===== src/rtl/mips_io_pkg.sv =====
// Shared definitions for the I/O page sequencer: state encoding, page base,
// error read-back pattern and default device-field geometry.
package mips_io_pkg;

    typedef enum logic [1:0] {
        ST_IDLE = 2'd0,
        ST_BUS  = 2'd1,
        ST_ERR  = 2'd2,
        ST_DONE = 2'd3
    } io_state_t;

    // Base of the I/O page; the sequencer only sees the low offset bits.
    localparam logic [31:0] IO_BASE  = 32'hFFFF_FC00;
    // Value returned to the CPU when an access fails (timeout or unmapped).
    localparam logic [31:0] ERR_DATA = 32'hDEAD_BEEF;

    localparam int DEF_DEV_SHIFT = 4;
    localparam int DEF_DEV_BITS  = 3;

endpackage


===== src/rtl/io_dev_decode.sv =====
// Device decoder: turns the page offset above the register field into a
// "mapped" flag and a one-hot chip select. Purely combinational.
module io_dev_decode #(
    parameter int FIELD_W  = 6,
    parameter int DEV_BITS = 3,
    localparam int N_DEV   = 2**DEV_BITS
) (
    input  logic [FIELD_W-1:0] dev_field,
    output logic               mapped,
    output logic [N_DEV-1:0]   cs
);

    // Any bit above the device index means the offset points past the last device.
    generate
        if (FIELD_W > DEV_BITS) begin : g_hi
            assign mapped = ~|dev_field[FIELD_W-1:DEV_BITS];
        end else begin : g_no_hi
            assign mapped = 1'b1;
        end
    endgenerate

    // One-hot select from the device index bits.
    always_comb begin
        cs = '0;
        cs[dev_field[DEV_BITS-1:0]] = 1'b1;
    end

endmodule


===== src/rtl/io_bus_sequencer.sv =====
// Multi-cycle sequencer for CPU loads/stores to the I/O page. Stalls the
// pipeline while one req/ack transaction runs on the peripheral bus, with a
// one-hot device select, a timeout and a sticky error flag.
//
// Peripheral handshake: pio_req is raised in BUS and held, together with
// pio_we/pio_cs/pio_addr/pio_wdata, until the cycle in which pio_ack is seen
// or the timeout fires. A transfer completes on the first rising edge where
// pio_req && pio_ack; pio_ack at any other time is ignored.
module io_bus_sequencer
    import mips_io_pkg::*;
#(
    parameter int ADDR_W    = 10,
    parameter int DATA_W    = 32,
    parameter int DEV_SHIFT = DEF_DEV_SHIFT,
    parameter int DEV_BITS  = DEF_DEV_BITS,
    parameter int TIMEOUT   = 15,
    localparam int N_DEV    = 2**DEV_BITS
) (
    input  logic              clock,
    input  logic              reset,
    input  logic              io_read,
    input  logic              io_write,
    input  logic [ADDR_W-1:0] io_addr,
    input  logic [DATA_W-1:0] io_wdata,
    input  logic              err_clr,
    output logic              cpu_stall,
    output logic [DATA_W-1:0] io_rdata,
    output logic              io_rvalid,
    output logic              pio_req,
    output logic              pio_we,
    output logic [N_DEV-1:0]  pio_cs,
    output logic [DEV_SHIFT-1:0] pio_addr,
    output logic [DATA_W-1:0] pio_wdata,
    input  logic              pio_ack,
    input  logic [DATA_W-1:0] pio_rdata,
    output logic              bus_err,
    output logic [1:0]        dbg_state
);

    localparam int CNT_W = $clog2(TIMEOUT + 1);

    io_state_t             state_q, state_d;
    logic [CNT_W-1:0]      cnt_q;
    logic [DEV_SHIFT-1:0]  off_q;
    logic [N_DEV-1:0]      cs_q;
    logic                  we_q;
    logic [DATA_W-1:0]     wdata_q;
    logic [DATA_W-1:0]     rdata_q;
    logic                  err_q;

    logic                  start;
    logic                  err_set;
    logic                  dec_mapped;
    logic [N_DEV-1:0]      dec_cs;

    io_dev_decode #(
        .FIELD_W  (ADDR_W - DEV_SHIFT),
        .DEV_BITS (DEV_BITS)
    ) u_decode (
        .dev_field (io_addr[ADDR_W-1:DEV_SHIFT]),
        .mapped    (dec_mapped),
        .cs        (dec_cs)
    );

    // Next-state and per-state outputs; stall rises in the same cycle as the strobe.
    always_comb begin
        state_d   = state_q;
        cpu_stall = 1'b0;
        io_rvalid = 1'b0;
        pio_req   = 1'b0;
        start     = 1'b0;
        err_set   = 1'b0;
        case (state_q)
            ST_IDLE: begin
                if (io_read || io_write) begin
                    cpu_stall = 1'b1;
                    start     = 1'b1;
                    err_set   = io_read && io_write;
                    state_d   = dec_mapped ? ST_BUS : ST_ERR;
                end
            end
            ST_BUS: begin
                pio_req   = 1'b1;
                cpu_stall = 1'b1;
                if (pio_ack) begin
                    state_d = ST_DONE;
                end else if (cnt_q == CNT_W'(TIMEOUT - 1)) begin
                    state_d = ST_ERR;
                end
            end
            ST_ERR: begin
                cpu_stall = 1'b1;
                err_set   = 1'b1;
                state_d   = ST_DONE;
            end
            ST_DONE: begin
                io_rvalid = 1'b1;
                state_d   = ST_IDLE;
            end
            default: state_d = ST_IDLE;
        endcase
    end

    // State register.
    always_ff @(posedge clock or posedge reset) begin
        if (reset) state_q <= ST_IDLE;
        else       state_q <= state_d;
    end

    // Capture the access parameters when a strobe is accepted in IDLE.
    always_ff @(posedge clock or posedge reset) begin
        if (reset) begin
            off_q   <= '0;
            cs_q    <= '0;
            we_q    <= 1'b0;
            wdata_q <= '0;
        end else if (start) begin
            off_q   <= io_addr[DEV_SHIFT-1:0];
            cs_q    <= dec_cs;
            we_q    <= io_write;
            wdata_q <= io_wdata;
        end
    end

    // BUS cycle counter: cleared on the way into BUS, counts every BUS cycle.
    always_ff @(posedge clock or posedge reset) begin
        if (reset)                 cnt_q <= '0;
        else if (start)            cnt_q <= '0;
        else if (state_q == ST_BUS) cnt_q <= cnt_q + CNT_W'(1);
    end

    // Load result: peripheral data on ack (writes return 0), error pattern on failure.
    always_ff @(posedge clock or posedge reset) begin
        if (reset) begin
            rdata_q <= '0;
        end else if (state_q == ST_BUS && pio_ack) begin
            rdata_q <= we_q ? '0 : pio_rdata;
        end else if (state_q == ST_ERR) begin
            rdata_q <= DATA_W'(ERR_DATA);
        end
    end

    // Sticky error flag; a same-cycle set beats err_clr.
    always_ff @(posedge clock or posedge reset) begin
        if (reset)        err_q <= 1'b0;
        else if (err_set) err_q <= 1'b1;
        else if (err_clr) err_q <= 1'b0;
    end

    assign pio_we    = pio_req & we_q;
    assign pio_cs    = pio_req ? cs_q : '0;
    assign pio_addr  = off_q;
    assign pio_wdata = wdata_q;
    assign io_rdata  = rdata_q;
    assign bus_err   = err_q;
    assign dbg_state = state_q;

endmodule

===== config.mk =====
export PLATFORM = sky130hd
export DESIGN_NAME = io_bus_sequencer
export DESIGN_NICKNAME = d
export VERILOG_FILES = /design/src/rtl/mips_io_pkg.sv /design/src/rtl/io_dev_decode.sv /design/src/rtl/io_bus_sequencer.sv
export SDC_FILE = /design/constraint.sdc
export NUM_CORES = 1
export LEC_CHECK = 0
export ABC_AREA = 1
export BUFFER_PORTS_ARGS = -buffer_cell sky130_fd_sc_hd__buf_2
export CORE_MARGIN = 4
export CORE_UTILIZATION = 42
export DETAILED_ROUTE_END_ITERATION = 10
export PLACE_DENSITY_LB_ADDON = 0.1
export SYNTH_ARGS = -nofsm -noshare
export SYNTH_HDL_FRONTEND = slang
export SYNTH_SLANG_ARGS = --single-unit

===== constraint.sdc =====
create_clock -name clock -period 2.3 [get_ports clock]
set_input_delay 0.115 -clock clock [delete_from_list [all_inputs] [get_ports clock]]
set_output_delay 0.115 -clock clock [all_outputs]
set_load 0.03 [all_outputs]

==> results.md <==
Floorplan:
- In this run the vertical extent of the chip is 101 µm.
- The total core area is 0.00830 mm².
- The width of the die is 101 µm.
- The floorplan has 33 rows.
- 163 I/O pins were placed.
- The full die area is 0.0102 mm².
- The effective utilization at floorplan is 0.438.

Final layout:
- The number of nets in the finished design is 733.
- In the final layout, the share of cells above drive strength 1 is 0.289.
- Summing all non-filler instances in the final layout gives an area of 0.00519 mm².
- Measured on the finished design, the core utilization comes to 0.625.
- The repair_antennas step left the layout with diodes totalling 0.
- The area growth from synthesis to layout is 42.7%.
- The final non-filler cell total is 755.

Routing:
- The first-pass iteration count of the detailed router is 4.
- The count of vias placed by the detailed router is 3,474.
- In the routed layout, each cell is associated on average with a via count of between 4 and 5.
- For this block, the initial DRC count from the detailed router was about 130.
- The count of nets left with antenna violations once routing finished came out at 0.
- The routed wirelength normalized by instance count is 12.9 µm.
- The remaining design rule violation count is 0.
- For this block, the routed nets add up to 9730 µm of wire.

Placed design:
- The number of placed cells counting well taps is 691.
- The worst slack at placement is 432 ps.
- The number of I/O port buffers is 162.
- The HPWL after detailed placement is 6630 µm.
- Routability-driven placement finished with a final weighted congestion of 0.835.
- The placed standard-cell area is 0.00454 mm².

Worst setup path:
- The worst path arrival time is 1780 ps.
- The standard cell with the maximum stage delay on the critical path is sky130_fd_sc_hd__dfrtp_1.
- The required time at the endpoint of the critical path is 2180 ps.
- On the worst path, the slowest cell contributes a delay of 450 ps.
- The worst setup path is launched from a register.
- The startpoint identified for the worst register-to-register timing path is dbg_state[0].
- Measured in cells, the most critical reg-to-reg path has a length of 8.
- The worst setup path is captured at an output pin.
- The critical path start-end classification is reg2out.
- The number of buffers and inverters on the critical path is 3.
- The critical path goes through inv_1 > ha_1 > o21ai_4 > inv_2 > nor2_1 > nor2_1 > buf_2.
- Along the worst path, the maximum fanout reaches 6.
- The largest delay contributor family on the critical path is buffers and inverters.
- The endpoint identified for the worst register-to-register timing path is dbg_state[0].
- The internal reg-to-reg setup slack is 470 ps.
- By instance count, the cell type seen most on the critical path is sky130_fd_sc_hd__nor2_1.

Synthesis:
- By area, the combinational part of the netlist is dominated by simple AND/OR/NAND/NOR gates.
- The portion of synthesized cell area occupied by the leading cell type is 0.578.
- The most repeated cell in the gate-level netlist after synthesis is sky130_fd_sc_hd__nand2_1.
- The prevailing post-synth register cell is sky130_fd_sc_hd__dfrtp_1.
- The mean instance size in the synthesized netlist is between 8 and 9 µm².
- Of the total synthesized cell area, the portion taken by AND, OR, NAND and NOR gates is 0.259.
- The biggest area consumer among synthesized cells is sky130_fd_sc_hd__dfrtp_1.
- The post-synthesis compound-gate area fraction is 0.0657.
- After synthesis the netlist holds a flip-flop and latch count of between 80 and 90.
- Yosys printed 0 warnings.
- The net count after synthesis is 525.
- The total standard cell area after synthesis is 0.00364 mm².
- The mux contribution to synthesized area is 0.
- The arithmetic-cell share of the synthesized area counting full adders, half adders and majority gates is 0.0275.
- Counting flops with an async set or reset pin after synthesis yields a share of 1.00.
- The number of synthesized flops with an enable pin is 0.
- The number of distinct library cells after synthesis is 18.
- In the post-synthesis netlist, the biggest area contributors are sky130_fd_sc_hd__dfrtp_1 (58%), sky130_fd_sc_hd__nand2_1 (21%), sky130_fd_sc_hd__o21ai_0 (5.6%).
- After technology mapping, the gate count stands at 437.
- By count the netlist is led by sky130_fd_sc_hd__nand2_1 (204), sky130_fd_sc_hd__dfrtp_1 (84), sky130_fd_sc_hd__o21ai_0 (41), sky130_fd_sc_hd__inv_1 (37), sky130_fd_sc_hd__nand3_1 (23).
- Of the total synthesized cell area, the portion taken by XOR and XNOR cells is 0.
- The share of the Yosys chip area taken by registers is 0.578.

Global route:
- The initial antenna violation count is 0.
- The total overflow left after global routing is 0.
- The total routing usage reported by global routing is 0.199.
- The via count of the first global-routing pass was 3,466.
- The first-pass GRT wire length is 16,400 µm.
- The largest net degree at the start of global routing is between 50 and 60.

CTS:
- CTS built an H-tree with a depth of 3.
- TritonCTS built the clock tree.
- The clock transition at the register clock pins on the worst setup and hold paths after CTS is 80 ps.
- Clock tree synthesis found a total of 84 sinks.
- CTS placed an instance of sky130_fd_sc_hd__clkbuf_8 at the clock tree root.
- The total CTS buffers is 9.
- The number of resized instances in the post-cts repair step is 0.
- The clock tree buffer depth is 2.
- At the later pin of the worst-skew pair, clock insertion delay measures 340 ps.

Pwr:
- The overall power consumption is 6.95 mW.
- The static leakage is 2.81 nW.
- The power density normalized to cell area is 1340 mW/mm².
- The sequential group share of total power is 0.354.
- The worst vdd rail ir drop is 736 µV.
- The power share of the clock group is 0.136.
- Of the total power, combinational logic draws 0.510.
- Of the total power, the share spent switching nets is 0.496.
- The internal power of the cells is 3.50 mW.
- The analysis attributes to net switching a power of 3.44 mW.

Timing:
- The worst path meets setup with 406 ps of slack.
- Dividing the final minimum period by the clock period gives 0.824.
- Clock skew on the completed layout was measured at slightly above 9 ps.
- Measured against its own limit, the worst slew margin works out to 0.457.
- The worst hold slack is 5.33 ps.
- The total count of hold-check failures in the final report was 0.
- For the finished layout, the period the worst path requires is about 1900 ps.
- Setup repair after global routing left no endpoint under its margin.
- Setup violations remaining at the end of the flow were counted as 0.
- The final-report max-slew violation count was 0.
- For the pin with the worst max-slew slack, the measured transition is 814 ps.
- Setup total negative slack on the finished layout was measured at 0 ps.
- Derived from the worst setup path, the maximum achievable clock frequency is 0.528 GHz.

Flow run:
- The number of max-cap violations is 0.

Min path:
- Along the worst hold path, the cell count comes to 3.
- The min-delay analysis places its worst path in the category in2reg.
- The endpoint of the worst hold-timing path is io_rdata[10].
- The worst hold path begins at pio_rdata[10].

Status:
- The flow ran to the end, and the final reports show no timing, DRC or antenna violations.
registers in the layout (all words and copies together), names as in the netlist:
name / cells
cs_q: 8
dbg_state: 2
we_q: 1
io_rdata: 32
pio_addr: 4
pio_wdata: 32
bus_err: 1
cnt_q: 4
routing by layer:
| metal | vias up | wire (µm) | GRT usage |
|---|---|---|---|
| li1 | 1748 | - | - |
| met1 | 1587 | 4280 | 0.265 |
| met2 | 122 | 4420 | 0.307 |
| met3 | 17 | 770 | 0.0505 |
| met4 | 0 | 257 | 0.0838 |
| met5 | - | 0 | 0 |
cell families after synthesis:
logic type,count (synthesis)
simple gates,241
flops,84
buf+inv,59
compound gates,45
fa+ha+maj,8
final cells by class:
cell class,count,area (µm²)
clock buffers,11,131
clock inverters,5,38.8
fillers,716,3110
inverters,39,148
multi-input cells,294,1280
flip-flops and latches,84,2100
well taps,105,131
repair buffers,217,1360
tightest hold or removal path, stage by stage:
cell and delay, ps:
sky130_fd_sc_hd__buf_2 80, sky130_fd_sc_hd__nand3_1 70, sky130_fd_sc_hd__nand2_1 60
placed cells by master, fill, tap and decap left out:
master | Yosys | final
sky130_fd_sc_hd__o211ai_1 | 1 | 1
sky130_fd_sc_hd__buf_4 | 4 | 6
sky130_fd_sc_hd__clkbuf_8 | 0 | 9
sky130_fd_sc_hd__a21oi_1 | 1 | 1
sky130_fd_sc_hd__ha_1 | 8 | 8
sky130_fd_sc_hd__inv_2 | 2 | 2
sky130_fd_sc_hd__nand2_1 | 204 | 204
sky130_fd_sc_hd__clkinv_4 | 0 | 1
sky130_fd_sc_hd__dlygate4sd3_1 | 0 | 48
sky130_fd_sc_hd__clkbuf_1 | 2 | 2
sky130_fd_sc_hd__nand3_1 | 23 | 23
sky130_fd_sc_hd__o21ai_0 | 41 | 41
sky130_fd_sc_hd__buf_12 | 0 | 1
sky130_fd_sc_hd__clkinvlp_4 | 0 | 4
sky130_fd_sc_hd__nor2_1 | 12 | 12
sky130_fd_sc_hd__buf_2 | 13 | 162
sky130_fd_sc_hd__dfrtp_1 | 84 | 84
sky130_fd_sc_hd__o21ai_4 | 1 | 1
sky130_fd_sc_hd__nor3_2 | 1 | 1
sky130_fd_sc_hd__o21ai_1 | 1 | 1
sky130_fd_sc_hd__inv_1 | 37 | 36
sky130_fd_sc_hd__clkinv_2 | 0 | 1
sky130_fd_sc_hd__and3_1 | 1 | 1
worst max-delay path by stage:
stage               cells after the start            to         start
floorplan                               1       bus_err         reset
global placement                        8  dbg_state[0]  dbg_state[0]
detailed placement                      8  dbg_state[0]  dbg_state[0]
CTS                                     7     cpu_stall  dbg_state[0]
global route                            8  dbg_state[0]  dbg_state[0]
finish                                  7     cpu_stall  dbg_state[0]
power groups by stage:
stage	clock network [mW]	logic, mW	registers (mW)
6_report	0.944	3.54	2.46
3_5_place_dp	0	3.52	2.47
5_1_grt	1.03	3.91	2.55
4_1_cts	0.970	3.58	2.46
3_3_place_gp	0	3.48	2.48
2_1_floorplan	0	1.37	3.57
timing repair:
| action | 4_1_cts | 5_1_grt |
|---|---|---|
| setup buffers | 0 | 0 |
| hold buffers | 48 | 0 |
| setup endpoints to repair | 0 | 0 |
| endpoints found under the hold margin | 93 | 0 |
No activity file was read; power rests on OpenSTA's default activity.
